$ cat config.mk
export PLATFORM = sky130hd
export DESIGN_NAME = instrs_buff
export DESIGN_NICKNAME = d
export VERILOG_FILES = /design/src/rtl/instrs_buff_pkg.sv /design/src/rtl/instrs_buff_ptr.sv /design/src/rtl/instrs_buff.sv
export SDC_FILE = /design/constraint.sdc
export NUM_CORES = 1
export LEC_CHECK = 0
export BUFFER_PORTS_ARGS = -buffer_cell sky130_fd_sc_hd__buf_2
export CAP_MARGIN = 10
export CORE_MARGIN = 5
export CORE_UTILIZATION = 42
export DETAILED_ROUTE_END_ITERATION = 10
export PLACE_DENSITY = 0.57
export RECOVER_POWER = 25
export SYNTH_ARGS = -nofsm -noshare
export SYNTH_HDL_FRONTEND = slang
export SYNTH_SLANG_ARGS = --single-unit
export TNS_END_PERCENT = 50
$ cat constraint.sdc
create_clock -name clk -period 7.25 [get_ports clk]
set_clock_uncertainty 0.05 [all_clocks]
set_input_delay 0.725 -clock clk [delete_from_list [all_inputs] [get_ports clk]]
set_output_delay 0.725 -clock clk [all_outputs]
set_load 0.01 [all_outputs]
$ cat src/rtl/instrs_buff_pkg.sv
// Shared types and constants for the fetch-to-decode instruction buffer.
package instrs_buff_pkg;

  // Perf probe fields are uint8_t on the C side.
  localparam int unsigned PERF_PTR_W = 8;
  localparam int unsigned MAX_DEPTH  = 128;

  // Default-width entry layout (32-bit pc, 32-bit instruction).
  typedef struct packed {
    logic [31:0] pc;
    logic [31:0] instr;
  } ib_entry_t;

  function automatic bit depth_ok(int unsigned d);
    return (d >= 2) && (d <= MAX_DEPTH) && ((d & (d - 1)) == 0);
  endfunction

endpackage

$ cat src/rtl/instrs_buff_ptr.sv
// Wrap-bit ring pointer: IDX_W index bits plus one lap bit, with clear priority.
module instrs_buff_ptr #(
  parameter int unsigned IDX_W = 4
) (
  input  logic           clk,
  input  logic           rst_n,
  input  logic           inc_i,
  input  logic           clr_i,
  output logic [IDX_W:0] ptr_o
);

  logic [IDX_W:0] ptr_q, ptr_d;

  always_comb begin
    ptr_d = ptr_q;
    if (clr_i) begin
      ptr_d = '0;
    end else if (inc_i) begin
      ptr_d = ptr_q + (IDX_W + 1)'(1);
    end
  end

  always_ff @(posedge clk or negedge rst_n) begin
    if (!rst_n) begin
      ptr_q <= '0;
    end else begin
      ptr_q <= ptr_d;
    end
  end

  assign ptr_o = ptr_q;

endmodule

$ cat src/rtl/instrs_buff.sv
// Circular {pc, instr} buffer between fetch and decode with flush and perf probe outputs.
module instrs_buff
  import instrs_buff_pkg::*;
#(
  parameter int unsigned DEPTH      = 16,
  parameter int unsigned DATA_WIDTH = 32,
  parameter int unsigned PC_WIDTH   = 32
) (
  input  logic                    clk,
  input  logic                    rst,
  input  logic                    in_valid,
  output logic                    in_ready,
  input  logic [PC_WIDTH-1:0]     in_pc,
  input  logic [DATA_WIDTH-1:0]   in_instr,
  output logic                    out_valid,
  input  logic                    out_ready,
  output logic [PC_WIDTH-1:0]     out_pc,
  output logic [DATA_WIDTH-1:0]   out_instr,
  input  logic                    flush,
  output logic [$clog2(DEPTH):0]  count,
  output logic [PERF_PTR_W-1:0]   perf_head,
  output logic [PERF_PTR_W-1:0]   perf_tail,
  output logic [PERF_PTR_W-1:0]   perf_reload
);

  localparam int unsigned AW = $clog2(DEPTH);

  if (!depth_ok(DEPTH)) begin : g_bad_depth
    $error("instrs_buff: DEPTH must be a power of two in 2..128");
  end

  typedef struct packed {
    logic [PC_WIDTH-1:0]   pc;
    logic [DATA_WIDTH-1:0] instr;
  } entry_t;

  entry_t mem_q [DEPTH];

  logic [AW:0] head_q, tail_q;
  logic        reload_q;
  logic        empty, full, push, pop;
  entry_t      head_e;

  assign empty = (head_q == tail_q);
  assign full  = (head_q[AW-1:0] == tail_q[AW-1:0]) && (head_q[AW] != tail_q[AW]);

  // Flush wins over both transfers; out_valid may still show during it.
  assign in_ready  = !full && !flush;
  assign out_valid = !empty;
  assign push      = in_valid && in_ready;
  assign pop       = out_valid && out_ready && !flush;

  instrs_buff_ptr #(.IDX_W(AW)) u_head (
    .clk   (clk),
    .rst_n (rst),
    .inc_i (pop),
    .clr_i (flush),
    .ptr_o (head_q)
  );

  instrs_buff_ptr #(.IDX_W(AW)) u_tail (
    .clk   (clk),
    .rst_n (rst),
    .inc_i (push),
    .clr_i (flush),
    .ptr_o (tail_q)
  );

  always_ff @(posedge clk) begin
    if (push) begin
      mem_q[tail_q[AW-1:0]] <= '{pc: in_pc, instr: in_instr};
    end
  end

  always_ff @(posedge clk or negedge rst) begin
    if (!rst) begin
      reload_q <= 1'b0;
    end else begin
      reload_q <= flush;
    end
  end

  assign head_e      = mem_q[head_q[AW-1:0]];
  assign out_pc      = head_e.pc;
  assign out_instr   = head_e.instr;
  assign count       = tail_q - head_q;
  assign perf_head   = PERF_PTR_W'(head_q[AW-1:0]);
  assign perf_tail   = PERF_PTR_W'(tail_q[AW-1:0]);
  assign perf_reload = PERF_PTR_W'(reload_q);

endmodule

==> summary.md <==
| Metric | Value |
|---|---|
| Antenna violations before repair | `5` |
| Avg WL per Cell | `approximately 26 µm` |
| Gr ovfl total | `0` |
| CP max-delay cell | `dfrtp_4` |
| Clk buf depth | `3` |
| Worst Setup Path Type | `flop to output port` |
| Pwr Density | `297 nW/µm²` |
| Worst IR Drop VDD | `roughly 0.21 mV` |
| CTS root buf | `clkbuf_16` |
| Largest net degree at the start of global routing | `105` |
| Psw | `roughly 3.1 mW` |
| Net Sw Frac | `23.4%` |
| Hold WC Path Type | `primary input to flop` |
| F_max | `a little under 200 MHz` |
| Commonest non-fill, non-tap cell in the layout | `edfxtp_1` |
| Die area | `102000 µm²` |
| Seq cells post-synth | `1035` |
| Final #Nets | `2215` |
| Deepest level of the CTS H-tree | `3` |
| Die Y | `approximately 320 µm` |
| Status | `complete, no violations` |
| Clock-pin slew on the worst setup and hold paths | `0.06 ns` |
| Register share of total power | `about half` |
| Post-synth cell types | `39` |
| First-pass detailed-route iteration total | `5` |
| Clock power frac | `38.9%` |
| HPWL Detailed | `49.1 mm` |
| Drt via density | `5.51` |
| Clock sinks | `approximately 1000` |
| Ys Warns | `0` |
| Share of cells above drive strength 1 | `between 10% and 20%` |
| Final Power | `13.5 mW` |
| Die width | `roughly 320 µm` |
| Int Pwr | `between 10 and 15 mW` |
| Most frequent cells in the layout | `edfxtp_1, mux2i_1, a22oi_1` |
| CP Max Fanout | `around 100` |
| WL final | `about 89 mm` |
| Drt drc | `0` |
| GRT Util Overall | `between 10% and 20%` |
| Total negative slack | `0 ns` |
| Post-synth EDFFs | `1024` |
| Min cycle time layout | `~5.1 ns` |
| Initial core utilization | `between 40 and 50%` |
| Most used DFF post-synth | `edfxtp_1` |
| CTS tree | `built` |
| Crit path launch type | `flop` |
| Final count of hold timing violations | `0` |
| Gate power share | `roughly 12%` |
| Crit path cell chain | `buf_12 -> buf_4 -> mux4_2 -> a22oi_1 -> nand2_1 -> buf_2` |
| FP Rows | `about 110` |
| Tcrit/Tclk final | `70.3%` |
| Gates resized, CTS repair | `0` |
| 1st-iter DRT viols | `1650` |
| DR vias | `between 15000 and 20000` |
| Register area share after synthesis | `between 70% and 80%` |
| Max Cap Violations | `0` |
| Count of final setup violators | `0` |
| TritonCTS Buffers | `between 100 and 150` |
| Core ar. | `around 95000 µm²` |
| Routability cong. | `0.752` |
| Fillers | `7793` |
| CTS Hold Bufs | `1` |
| WP data required | `~6.5 ns` |
| Lkg Pwr | `14.4 nW` |
| Mapped Area | `around 40000 µm²` |
| Count of input and output buffers | `around 150` |
| Global-route wire length before repair | `about 130 mm` |
| Number of top-level pins | `approximately 160` |
| Vias in the first global route | `roughly 20000` |
| Antenna Nets Post-Route | `0` |
| Slew HR | `24.0%` |
| Largest stage delay, worst path | `~1.1 ns` |
| Post-CTS setup buffers | `0` |
| Final core occ | `between 40% and 50%` |
| Delay-heaviest family, CP | `buffers and inverters` |
| Crit. End Element | `output port` |
| Worst Path Buf+Inv | `3` |
| WP data arrival | `roughly 4.3 ns` |
| Syn Area/Cell | `roughly 20 µm²` |
| Area added between synthesis and finish | `13.1%` |
| Syn Inst Count | `roughly 2000` |
| RSZ-0062 raised after global routing | `false` |
| Pins Over Slew Limit | `0` |
| Worst-Skew Late Latency | `about 0.65 ns` |
| Least-Margin Pin Slew | `approximately 1.1 ns` |
| Ys async rst share | `approximately 1.1%` |
synthesized netlist by cell type (3+ instances only):
library cell / instances / area (µm²)
nand3_1: 64 / 320
edfxtp_1: 1024 / 30700
nor2_1: 15 / 56.3
xnor2_1: 5 / 43.8
a21oi_1: 4 / 20.0
nor2b_1: 6 / 37.5
mux4_1: 40 / 1050
buf_6: 22 / 248
xor2_1: 6 / 52.6
inv_1: 4 / 15.0
clkbuf_1: 39 / 146
mux4_2: 88 / 1980
dfrtp_1: 11 / 275
nand2_1: 67 / 251
mux2i_1: 258 / 2580
and3_1: 14 / 87.6
a22oi_1: 192 / 1440
buf_1: 10 / 37.5
buf_4: 39 / 293
inv_2: 3 / 11.3
buf_2: 20 / 100
ha_1: 9 / 113
cell families after synthesis:
kind of cell               share of synthesized area, %
AOI/OAI and AO/OA                                  3.81
xor gates and xnor gates                          0.281
adders and majority gates                         0.331
buffers and inverters                              2.16
DFF                                                77.4
muxes                                              14.0
other                                           0.00935
and+or+nand+nor                                    2.05
metrics by stage:
stage	setup WS [ns]	std cells	instance area, µm²	hold slack [ns]
6_report	2.15	3487	45300	0.414
5_1_grt	1.98	3485	45300	0.402
4_1_cts	2.10	3485	45400	0.258
3_5_place_dp	2.82	3293	42100	0.566
3_3_place_gp	2.82	3292	42000	0.569
2_1_floorplan	0.562	1977	40200	0.379
registers in the layout (all words and copies together), names as in the netlist:
register      cells
mem_q          1024
u_head.ptr_o      5
u_tail.ptr_o      5
reload_q          1
worst paths after layout:
| kind | from | end | slack [ns] | cells past startpoint |
|---|---|---|---|---|
| worst max-delay path | u_head.ptr_o[0] | out_instr[9] | 2.15 | 6 |
| worst min-delay path | in_pc[4] | mem_q[12][36] | 0.41 | 1 |
| worst max register to register | u_head.ptr_o[0] | mem_q[13][59] | 2.96 | 6 |
| worst min register to register | u_tail.ptr_o[4] | u_tail.ptr_o[4] | 0.59 | 2 |
| max in group asynchronous | rst | u_head.ptr_o[3] | 6.47 | 2 |
| min in group asynchronous | rst | u_tail.ptr_o[0] | 0.44 | 2 |
final cells by class:
| cell class | count | area [µm²] | area share (%) |
|---|---|---|---|
| tap | 1265 | 1580 | 3.49 |
| inverter | 7 | 26.3 | 0.0580 |
| clock buffer | 131 | 2750 | 6.06 |
| sequential | 1035 | 31000 | 68.5 |
| multi-input combinational | 804 | 8390 | 18.5 |
| timing repair buffer | 183 | 981 | 2.16 |
| antenna | 2 | 5.00 | 0.0110 |
| clock inverter | 60 | 574 | 1.27 |
metal layers:
metal | track usage [%] | part of all wire [%]
met3 | 2.99 | 5.7
met4 | 4.00 | 1.6
met1 | 24.4 | 44
met5 | 0 | 0.0078
met2 | 28.4 | 48
worst register-to-register path: stages, from the launching register on:
cell	delay, ns
dfrtp_4	1.05
ha_1	0.41
nand4_1	0.22
nor2_1	0.11
nor3b_2	0.64
and3_4	0.81
buf_4	0.60
power groups by stage:
stage	Combinational [mW]	Clock (mW)	Sequential (mW)
floorplan	1.18	0	6.76
global placement	1.56	0	6.80
detailed placement	1.58	0	6.81
CTS	1.58	5.34	6.68
global route	1.68	5.59	6.68
finish	1.55	5.23	6.68
Note: power is estimated with default switching activity, not from simulation.
